===== config.mk =====
export PLATFORM = sky130hd
export DESIGN_NAME = mux3_sel_arbiter
export DESIGN_NICKNAME = d
export VERILOG_FILES = /design/src/rtl/mux3_sel_arbiter.sv
export SDC_FILE = /design/constraint.sdc
export NUM_CORES = 1
export LEC_CHECK = 0
export CAP_MARGIN = 15
export CORE_MARGIN = 1.5
export CORE_UTILIZATION = 51
export CTS_CLUSTER_DIAMETER = 60
export DETAILED_ROUTE_END_ITERATION = 12
export PLACE_DENSITY = 0.76
export SLEW_MARGIN = 20
export SYNTH_ARGS = -nofsm -noshare
export SYNTH_HDL_FRONTEND = slang
export SYNTH_SLANG_ARGS = --single-unit

===== constraint.sdc =====
create_clock -name clk -period 2 [get_ports clk]
set_clock_uncertainty 0.15 [all_clocks]
set_input_delay 0.4 -clock clk [delete_from_list [all_inputs] [get_ports clk]]
set_output_delay 0.4 -clock clk [all_outputs]
set_load 0.02 [all_outputs]

===== src/rtl/mux3_sel_arbiter.sv =====
// Round-robin arbiter driving the select of a downstream 3:1 mux.
// Each owner may hold the grant for up to BURST_MAX cycles, and the next owner is handed over without an idle cycle.
module mux3_sel_arbiter #(
  parameter int unsigned BURST_MAX = 4,
  parameter int unsigned CW        = 4
) (
  input  logic       clk,
  input  logic       reset_n,
  input  logic [2:0] req,
  output logic [1:0] S,
  output logic [2:0] gnt,
  output logic       busy,
  output logic       last
);

  localparam logic [CW-1:0] CNT_MAX = CW'(BURST_MAX);
  localparam logic [CW-1:0] CNT_ONE = CW'(1);

  typedef enum logic {IDLE, GRANT} state_t;

  state_t        state, state_nx;
  logic [1:0]    owner, owner_nx;
  logic [1:0]    ptr, ptr_nx;
  logic [CW-1:0] cnt, cnt_nx;
  logic [1:0]    s_nx;
  logic [2:0]    gnt_nx;
  logic          busy_nx;
  logic          last_nx;
  logic          rel;

  // Step a source index modulo 3.
  function automatic logic [1:0] inc3(input logic [1:0] v);
    return (v == 2'd2) ? 2'd0 : 2'(v + 2'd1);
  endfunction

  // First requester, searching from p upward modulo 3. The caller ensures r != 0.
  function automatic logic [1:0] rr_pick(input logic [1:0] p, input logic [2:0] r);
    logic [1:0] i1;
    logic [1:0] i2;
    i1 = inc3(p);
    i2 = inc3(i1);
    if (r[p])       return p;
    else if (r[i1]) return i1;
    else            return i2;
  endfunction

  always_ff @(posedge clk or negedge reset_n) begin
    if (!reset_n) begin
      state <= IDLE;
      owner <= 2'd0;
      ptr   <= 2'd0;
      cnt   <= '0;
      S     <= 2'd0;
      gnt   <= 3'd0;
      busy  <= 1'b0;
      last  <= 1'b0;
    end else begin
      state <= state_nx;
      owner <= owner_nx;
      ptr   <= ptr_nx;
      cnt   <= cnt_nx;
      S     <= s_nx;
      gnt   <= gnt_nx;
      busy  <= busy_nx;
      last  <= last_nx;
    end
  end

  // Next state. The output registers are loaded from the next state, so the grant is visible one edge after req is sampled.
  always_comb begin
    state_nx = state;
    owner_nx = owner;
    ptr_nx   = ptr;
    cnt_nx   = cnt;
    rel      = 1'b0;
    case (state)
      IDLE: begin
        if (|req) begin
          state_nx = GRANT;
          owner_nx = rr_pick(ptr, req);
          cnt_nx   = CNT_ONE;
        end
      end
      GRANT: begin
        rel = !req[owner] || (cnt == CNT_MAX);
        if (rel) begin
          ptr_nx = inc3(owner);
          if (|req) begin
            owner_nx = rr_pick(inc3(owner), req);
            cnt_nx   = CNT_ONE;
          end else begin
            state_nx = IDLE;
            cnt_nx   = '0;
          end
        end else begin
          cnt_nx = cnt + CNT_ONE;
        end
      end
      default: begin
        state_nx = IDLE;
        cnt_nx   = '0;
      end
    endcase

    busy_nx = (state_nx == GRANT);
    s_nx    = busy_nx ? owner_nx : 2'd0;
    gnt_nx  = busy_nx ? 3'(3'b001 << owner_nx) : 3'd0;
    last_nx = busy_nx && (cnt_nx == CNT_MAX);
  end

endmodule

==> impl_metrics.prom, run 1 <==
# TYPE chip_impl_metric gauge
chip_impl_metric{name="finalHoldViolations",unit=""} 0
chip_impl_info{name="setup.worst_path.start_class",value="input port"} 1
chip_impl_metric{name="post-layout-total-power",unit="mW"} 1.54
chip_impl_info{name="run_status",value="finished clean"} 1
chip_impl_metric{name="detailedRoute.firstPassIterationCount",unit=""} 4
chip_impl_metric{name="place_congestion",unit=""} 0.891
chip_impl_metric{name="syn_inst",unit=""} 78
chip_impl_metric{name="routed_wl",unit="um"} 1600
chip_impl_metric{name="holdWs",unit="ps"} 277
chip_impl_metric{name="setup_slack",unit="ps"} 104
chip_impl_metric{name="via_per_inst",unit=""} 5.59
chip_impl_metric{name="initial_core_util",unit="%"} 54.2
chip_impl_metric{name="clk_path_buf_depth",unit=""} 2
chip_impl_metric{name="asyncSetResetFlopFracSynth",unit="%"} 100
chip_impl_metric{name="post_synth_instance_area",unit="um^2"} 817
chip_impl_metric{name="static-leakage-power",unit="nW"} 0.502
chip_impl_metric{name="ant_nets",unit=""} 0
chip_impl_info{name="yosys_most_used_dff",value="dfrtp_1"} 1
chip_impl_metric{name="place_hpwl",unit="um"} 1200
chip_impl_info{name="rsz0062_at_grt",value="false"} 1
chip_impl_metric{name="netlist-cell-type-count",unit=""} 36
chip_impl_metric{name="post_cts_buffers",unit=""} 0
chip_impl_metric{name="route.detailed.wl_per_inst",unit="um"} 13.3
chip_impl_metric{name="power.ir.vdd_worst",unit="mV"} 0.936
chip_impl_metric{name="ctsResizeCount",unit=""} 0
chip_impl_metric{name="numCtsBuffers",unit=""} 3
chip_impl_metric{name="dr_wl_met3",unit="um"} 63
chip_impl_info{name="root_buffer",value="clkbuf_4"} 1
chip_impl_metric{name="yosysWarnings",unit=""} 0
chip_impl_metric{name="report.final.slew_viol_count",unit=""} 0
chip_impl_metric{name="wirelength_met1",unit="um"} 787
chip_impl_info{name="tritoncts_clock_tree",value="yes"} 1
chip_impl_metric{name="htree_levels",unit=""} 1
chip_impl_metric{name="final_util",unit="%"} 70.8
chip_impl_metric{name="fmaxAchievable",unit="MHz"} 527
chip_impl_info{name="end_kind",value="flip-flop"} 1
chip_impl_info{name="criticalPathCategory",value="input port to flip-flop"} 1
chip_impl_metric{name="final_area",unit="um^2"} 1070
chip_impl_metric{name="detailroute.wirelength.met2",unit="um"} 711
chip_impl_metric{name="first_pass_grt_wire_length",unit="um"} 2840
chip_impl_metric{name="power_per_cell_area",unit="nW/um^2"} 1440
chip_impl_metric{name="top_level_ports",unit=""} 12
chip_impl_metric{name="drv_cap",unit=""} 0
chip_impl_info{name="worstReg2RegStart",value="cnt[0]$_DFF_PN0_"} 1
chip_impl_metric{name="clock_latency_on_the_worst_skew_pair",unit="ps"} 280
chip_impl_info{name="cell_with_the_largest_stage_delay_on_the_worst_path",value="clkdlybuf4s50_1"} 1
chip_impl_info{name="cp_cell_sequence",value="clkdlybuf4s50_1 -> nor2b_1 -> a211o_1 -> a21oi_2 -> nor3b_1 -> buf_4 -> o211a_1"} 1
chip_impl_metric{name="synth-edff-count",unit=""} 0
chip_impl_metric{name="placement.cell_area",unit="um^2"} 1040
chip_impl_metric{name="path_clk_slew",unit="ps"} 80
chip_impl_metric{name="antenna_found_initial",unit=""} 0
chip_impl_metric{name="pin_slew_with_the_least_headroom_to_its_limit",unit="ps"} 283
chip_impl_metric{name="clock_sinks",unit=""} 15
chip_impl_metric{name="drive_above_1_share",unit="%"} 22.9
chip_impl_info{name="hp-class",value="input port to asynchronous set/reset pin"} 1
chip_impl_metric{name="final_net_count",unit=""} 113
chip_impl_metric{name="setup_viol_count_final",unit=""} 0
chip_impl_metric{name="maxSlewHeadroom",unit="%"} 81.0
chip_impl_metric{name="coreArea",unit="um^2"} 1510
chip_impl_metric{name="detailedPlace.worstSlack",unit="ps"} -174
chip_impl_metric{name="first_global_vias",unit=""} 640
chip_impl_metric{name="placement_rows",unit=""} 14
chip_impl_metric{name="synth_sequential_area_ratio",unit="%"} 45.9
chip_impl_metric{name="fin_crit",unit="ps"} 1900
chip_impl_metric{name="maximum_number_of_pins_on_one_net_before_global_route_repair",unit=""} 16
chip_impl_metric{name="cts_hold_buffers",unit=""} 0
chip_impl_metric{name="chipWidth",unit="um"} 43.0
chip_impl_metric{name="cp_data_arrival_time",unit="ps"} 1920
chip_impl_metric{name="synth_seq_cells",unit=""} 15
chip_impl_metric{name="net_count_synth",unit=""} 85
chip_impl_metric{name="detail_route.drc_violations",unit=""} 0
chip_impl_metric{name="cp_max_fo",unit=""} 4
chip_impl_metric{name="total_routing_usage_gr",unit="%"} 21.3
chip_impl_metric{name="antenna_diode_count",unit=""} 0
chip_impl_metric{name="vias",unit=""} 676
chip_impl_metric{name="grt_total_ovfl",unit=""} 0
chip_impl_metric{name="period_share",unit="%"} 94.8
chip_impl_metric{name="critPathMaxStageDelay",unit="ps"} 410
chip_impl_metric{name="io_buf_count",unit=""} 11
chip_impl_metric{name="area_delta_synth_final",unit="%"} 30.6
chip_impl_metric{name="crit_required",unit="ps"} 2030
chip_impl_info{name="top_signal_layer_used",value="met4"} 1
chip_impl_info{name="cp-startpoint",value="req[0]"} 1
chip_impl_metric{name="drt-initial-drc-count",unit=""} 9
chip_impl_metric{name="mapped_avg_cell_area",unit="um^2"} 10.5
chip_impl_metric{name="die_footprint",unit="um^2"} 1850
chip_impl_metric{name="die_h",unit="um"} 43.0
[synthesized netlist by cell type (3+ instances only)]
cell      count  area [um^2]
a41o_1        3         30.0
nand2b_1      5         31.3
inv_1         5         18.8
nand2_1       5         18.8
nor2b_1       3         18.8
nor2_1        5         18.8
dfrtp_1      15          375
[per-stage QoR]
step / TNS [ps] / instances
after detailed placement: -1360 / 117
final: 0 / 121
after floorplan: 0 / 78
after global placement: -1380 / 117
after global routing: 0 / 121
after CTS: 0 / 121
[power by group]
part	total [mW]	switching, mW	internal [mW]
logic	0.840	0.385	0.456
registers	0.525	0.102	0.423
clock network	0.172	0.0941	0.0776
[layout by cell type, fill, tap and decap left out, types with 2 or more instances in the layout]
cell type,n
nor2_1,5
nand2_1,5
inv_1,5
ha_1,2
dfrtp_1,15
o31ai_1,2
clkbuf_4,3
o21ai_0,2
a21oi_1,2
nand3_1,2
clkdlybuf4s50_1,11
nor3_1,2
nor2b_1,3
buf_4,13
nand2b_1,5
a21o_1,2
a41o_1,3
mux2_4,2
[kinds of logic (layout without fill, tap and decap cells)]
logic type / Yosys count / after routing / share of synthesized area, %
AND/OR/NAND/NOR: 29 / 29 / 20.5
flip-flops: 15 / 15 / 45.9
multiplexers: 2 / 2 / 3.68
XOR/XNOR: 1 / 1 / 1.07
AO/OA/AOI/OAI: 23 / 23 / 23.0
adder cells (fa/ha/maj): 2 / 2 / 3.06
buffers and inverters: 6 / 33 / 2.76
[flip-flops by register name (all words and copies together) (netlist names)]
signal	cells
cnt	4
gnt	3
S	2
owner	2
ptr	2
last	1
state	1
[final cells by class]
cell class,instances,area [um^2]
Fill cell,119,439
Multi-Input combinational cell,57,419
Sequential cell,15,375
Timing Repair Buffer,24,208
Clock buffer,4,26.3
Tap cell,16,20.0
Inverter,5,18.8
[worst max-delay path, delay by kind of cell]
family,cells,cell delay [ps]
buf+inv,2,560
simple gates,2,210
compound gates,3,750
[routing by layer]
metal	up-vias	track usage (%)
li1	340	-
met1	318	28.7
met2	13	31.8
met3	5	3.83
met4	0	12.7
met5	-	0
[path summary, 6_finish.rpt]
kind	end	slack, ps	cells past startpoint
worst min-delay path	last$_DFF_PN0_	280	2
min in group clk	ptr[0]$_DFFE_PN0P_	400	1
worst min register to register	ptr[0]$_DFFE_PN0P_	400	1
worst max-delay path	gnt[0]$_DFF_PN0_	100	7
max in group asynchronous	S[0]$_DFF_PN0_	1250	2
worst max register to register	ptr[0]$_DFFE_PN0P_	140	7
No activity file was read; power rests on OpenSTA's default activity.
==> run 2, diff against run 1 <==
--- a/config.mk
+++ b/config.mk
@@ -5,9 +5,10 @@
 export SDC_FILE = /design/constraint.sdc
 export NUM_CORES = 1
 export LEC_CHECK = 0
+export ABC_AREA = 1
 export CAP_MARGIN = 15
 export CORE_MARGIN = 1.5
-export CORE_UTILIZATION = 51
+export CORE_UTILIZATION = 52
 export CTS_CLUSTER_DIAMETER = 60
 export DETAILED_ROUTE_END_ITERATION = 12
 export PLACE_DENSITY = 0.76
==> run 2 against run 1 <==
Effect of this change:
- the run now ends with design-rule violations left
- critical path depth is 6 lower
- wire length is 8.5% higher
- worst hold slack worse by 1.1 ps
- synthesized cell count is 47% higher
- clock-buffer cell count is 1 lower
- sequential share of layout area is 0.29 points lower
- global-route usage is 0.39 points higher
- first-iteration DRC count grew to 2.7 times the previous value
- synthesized area is 9.6% higher
- critical path type is now flip-flop to primary output
==> impl_metrics.prom, run 2 <==
# TYPE chip_impl_metric gauge
chip_impl_metric{name="antenna_found_initial",unit=""} 0
chip_impl_metric{name="route.detailed.wl_per_inst",unit="um"} 11.6
chip_impl_info{name="synth.area.top_cells",value="dfrtp_1 (42%), nand2_1 (11%), nand3_1 (8.9%)"} 1
chip_impl_metric{name="die_footprint",unit="um^2"} 1980
chip_impl_metric{name="numCtsBuffers",unit=""} 3
chip_impl_info{name="layout.cells.most_common_list",value="nand2_1 (26), inv_1 (16), nand3_1 (16), dfrtp_1 (15), clkdlybuf4s50_1 (11)"} 1
chip_impl_metric{name="fraction_of_the_mapped_netlist_area_in_compound_gates",unit="%"} 12.6
chip_impl_metric{name="drv_cap",unit=""} 0
chip_impl_metric{name="post_cts_buffers",unit=""} 0
chip_impl_metric{name="final_net_count",unit=""} 142
chip_impl_metric{name="static-leakage-power",unit="nW"} 0.557
chip_impl_metric{name="place_congestion",unit=""} 0.888
chip_impl_metric{name="pin_slew_with_the_least_headroom_to_its_limit",unit="ps"} 321
chip_impl_metric{name="synthSimpleGateAreaFrac",unit="%"} 30.4
chip_impl_metric{name="reg2reg_setup_slack",unit="ps"} 370
chip_impl_info{name="run_status",value="finished, violations left"} 1
chip_impl_metric{name="top_level_ports",unit=""} 12
chip_impl_info{name="tritoncts_clock_tree",value="yes"} 1
chip_impl_metric{name="clk_path_buf_depth",unit=""} 2
chip_impl_metric{name="power_per_cell_area",unit="nW/um^2"} 1350
chip_impl_metric{name="synth_mux_area_share",unit="%"} 0
chip_impl_metric{name="critPathMaxStageDelay",unit="ps"} 640
chip_impl_info{name="r2r-end",value="last$_DFF_PN0_"} 1
chip_impl_info{name="end_kind",value="primary output"} 1
chip_impl_metric{name="ant_nets",unit=""} 0
chip_impl_metric{name="routed_wl",unit="um"} 1740
chip_impl_metric{name="ff2ff_path_depth",unit=""} 9
chip_impl_metric{name="grt_total_ovfl",unit=""} 0
chip_impl_info{name="cp_cell_sequence",value="clkdlybuf4s50_1"} 1
chip_impl_metric{name="coreArea",unit="um^2"} 1560
chip_impl_metric{name="die_h",unit="um"} 44.5
chip_impl_metric{name="antenna_diode_count",unit=""} 0
chip_impl_info{name="yosys_most_used_dff",value="dfrtp_1"} 1
chip_impl_metric{name="cts_hold_buffers",unit=""} 0
chip_impl_info{name="largest-register",value="cnt"} 1
chip_impl_info{name="cell_family_with_most_cp_delay",value="buffers and inverters"} 1
chip_impl_metric{name="period_share",unit="%"} 96.5
chip_impl_metric{name="setup_slack",unit="ps"} 70.4
chip_impl_metric{name="synth-edff-count",unit=""} 0
chip_impl_metric{name="finalHoldViolations",unit=""} 0
chip_impl_info{name="cell_with_the_largest_stage_delay_on_the_worst_path",value="clkdlybuf4s50_1"} 1
chip_impl_metric{name="fin_cells",unit=""} 150
chip_impl_metric{name="netlist-cell-type-count",unit=""} 21
chip_impl_info{name="root_buffer",value="clkbuf_4"} 1
chip_impl_metric{name="first_global_vias",unit=""} 782
chip_impl_info{name="criticalPathCategory",value="flip-flop to primary output"} 1
chip_impl_metric{name="cp_max_fo",unit=""} 6
chip_impl_metric{name="total_routing_usage_gr",unit="%"} 21.7
chip_impl_metric{name="area_delta_synth_final",unit="%"} 20.1
chip_impl_metric{name="holdWs",unit="ps"} 276
chip_impl_metric{name="ctsResizeCount",unit=""} 0
chip_impl_metric{name="synth.top_cell.area_share",unit="%"} 41.9
chip_impl_metric{name="placement_rows",unit=""} 14
chip_impl_metric{name="placement.cell_area",unit="um^2"} 1050
chip_impl_metric{name="worst-path-buf-inv",unit=""} 1
chip_impl_info{name="worstReg2RegStart",value="cnt[0]$_DFF_PN0_"} 1
chip_impl_metric{name="flip_flop_count_of_the_largest_register_after_layout",unit=""} 4
chip_impl_metric{name="final_util",unit="%"} 69.0
chip_impl_metric{name="synth_sequential_area_ratio",unit="%"} 41.9
chip_impl_info{name="largest_registers",value="cnt (4), gnt (3)"} 1
chip_impl_metric{name="clock_sinks",unit=""} 15
chip_impl_metric{name="initial_core_util",unit="%"} 57.5
chip_impl_info{name="hp-class",value="input port to asynchronous set/reset pin"} 1
chip_impl_metric{name="placed_cells",unit=""} 146
chip_impl_info{name="setup.worst_path.start_class",value="flip-flop"} 1
chip_impl_metric{name="via_per_inst",unit=""} 5.52
chip_impl_info{name="most_frequently_used_cell_type_in_the_post_synthesis_netlist",value="nand2_1"} 1
chip_impl_metric{name="report.final.slew_viol_count",unit=""} 0
chip_impl_metric{name="maximum_number_of_pins_on_one_net_before_global_route_repair",unit=""} 16
chip_impl_info{name="synthDominantAreaCellType",value="dfrtp_1"} 1
chip_impl_metric{name="first_pass_grt_wire_length",unit="um"} 3190
chip_impl_metric{name="clock_latency_on_the_worst_skew_pair",unit="ps"} 280
chip_impl_metric{name="synth-adder-area-share",unit="%"} 2.79
chip_impl_metric{name="maxSlewHeadroom",unit="%"} 78.6
chip_impl_info{name="violations",value="design-rule violations"} 1
chip_impl_metric{name="fmaxAchievable",unit="MHz"} 518
chip_impl_metric{name="post_synth_xor_xnor_area",unit="%"} 1.96
chip_impl_metric{name="chipWidth",unit="um"} 44.5
chip_impl_info{name="most_frequent_standard_cell_in_the_layout_excluding_fill_and_tap_cells",value="nand2_1"} 1
chip_impl_metric{name="net_count_synth",unit=""} 122
chip_impl_metric{name="vias",unit=""} 828
chip_impl_metric{name="mapped_avg_cell_area",unit="um^2"} 7.79
chip_impl_info{name="synth_common_cells",value="nand2_1 (26), inv_1 (16), nand3_1 (16)"} 1
chip_impl_info{name="synth_top_family_by_area",value="simple AND/OR/NAND/NOR gates"} 1
chip_impl_metric{name="crit_required",unit="ps"} 1450
chip_impl_metric{name="drive_above_1_share",unit="%"} 14.9
chip_impl_metric{name="yosysWarnings",unit=""} 0
chip_impl_metric{name="detail_route.drc_violations",unit=""} 4
chip_impl_metric{name="power.ir.vdd_worst",unit="mV"} 0.746
chip_impl_metric{name="place_hpwl",unit="um"} 1350
chip_impl_metric{name="io_buf_count",unit=""} 11
chip_impl_metric{name="detailedPlace.worstSlack",unit="ps"} -72.7
chip_impl_metric{name="cp_data_arrival_time",unit="ps"} 1380
chip_impl_metric{name="syn_inst",unit=""} 115
chip_impl_metric{name="post_synth_instance_area",unit="um^2"} 896
chip_impl_info{name="rsz0062_at_grt",value="false"} 1
chip_impl_metric{name="fin_crit",unit="ps"} 1930
chip_impl_metric{name="fillerInstances",unit=""} 135
chip_impl_metric{name="asyncSetResetFlopFracSynth",unit="%"} 100
chip_impl_metric{name="final_area",unit="um^2"} 1080
chip_impl_metric{name="drt-initial-drc-count",unit=""} 24
chip_impl_metric{name="path_clk_slew",unit="ps"} 90
chip_impl_metric{name="htree_levels",unit=""} 1
chip_impl_metric{name="detailedRoute.firstPassIterationCount",unit=""} 8
chip_impl_metric{name="setup_viol_count_final",unit=""} 0
chip_impl_metric{name="synth_seq_cells",unit=""} 15
## run 2: cell count changes in the layout (fill, tap and decap cells not counted), moves of 3 or more
cell	before	now
nand2_1	5	26
nand3_1	2	16
a41o_1	3	0
o21ai_0	2	8
buf_4	13	6
nor2_1	5	8
nand2b_1	5	0
nand3_2	0	3
nor2b_1	3	0
a21oi_1	2	6
inv_1	5	16
## run 2: cell families after synthesis
logic type	after synthesis
flip-flops	15
AND/OR/NAND/NOR	57
buffers and inverters	20
adder cells (fa/ha/maj)	2
XOR/XNOR	2
AO/OA/AOI/OAI	19
## run 2: area by class of cell
cell class | count | area (um^2) | area share, %
Clock inverter | 1 | 5.00 | 0.465
Inverter | 18 | 70.1 | 6.51
Multi-Input combinational cell | 80 | 428 | 39.8
Timing Repair Buffer | 17 | 155 | 14.4
Tap cell | 16 | 20.0 | 1.86
Clock buffer | 3 | 22.5 | 2.09
Sequential cell | 15 | 375 | 34.9
## run 2: power breakdown
group	internal [mW]	switching [mW]	total (mW)
Combinational	0.305	0.457	0.762
Clock	0.0741	0.0907	0.165
Sequential	0.418	0.111	0.528
Total	0.797	0.658	1.46
## run 2: metrics by stage
stage                     TNS (ps)  total power, mW
after detailed placement      -220             1.29
after global placement       -22.5             1.26
after CTS                        0             1.46
after floorplan                  0             1.07
final                            0             1.46
after global routing             0             1.59
## run 2: worst max-delay path by stage
stage               startpoint                to  slack [ps]  cells after the start
2_1_floorplan           req[1]    last$_DFF_PN0_         470                      5
3_3_place_gp            req[1]  cnt[0]$_DFF_PN0_         -20                      8
3_5_place_dp            req[1]    last$_DFF_PN0_         -70                      9
4_1_cts        state$_DFF_PN0_              busy          60                      1
5_1_grt        state$_DFF_PN0_              busy          30                      1
6_report       state$_DFF_PN0_              busy          70                      1
## run 2: per-layer routing
metal  GRT usage [%]  routed length (um)  vias up
met5               0                   0        -
met2            34.2                 810       17
met3            3.67                  47        4
li1                -                   -      413
met4            7.88                  20        0
met1            29.7                 863      394
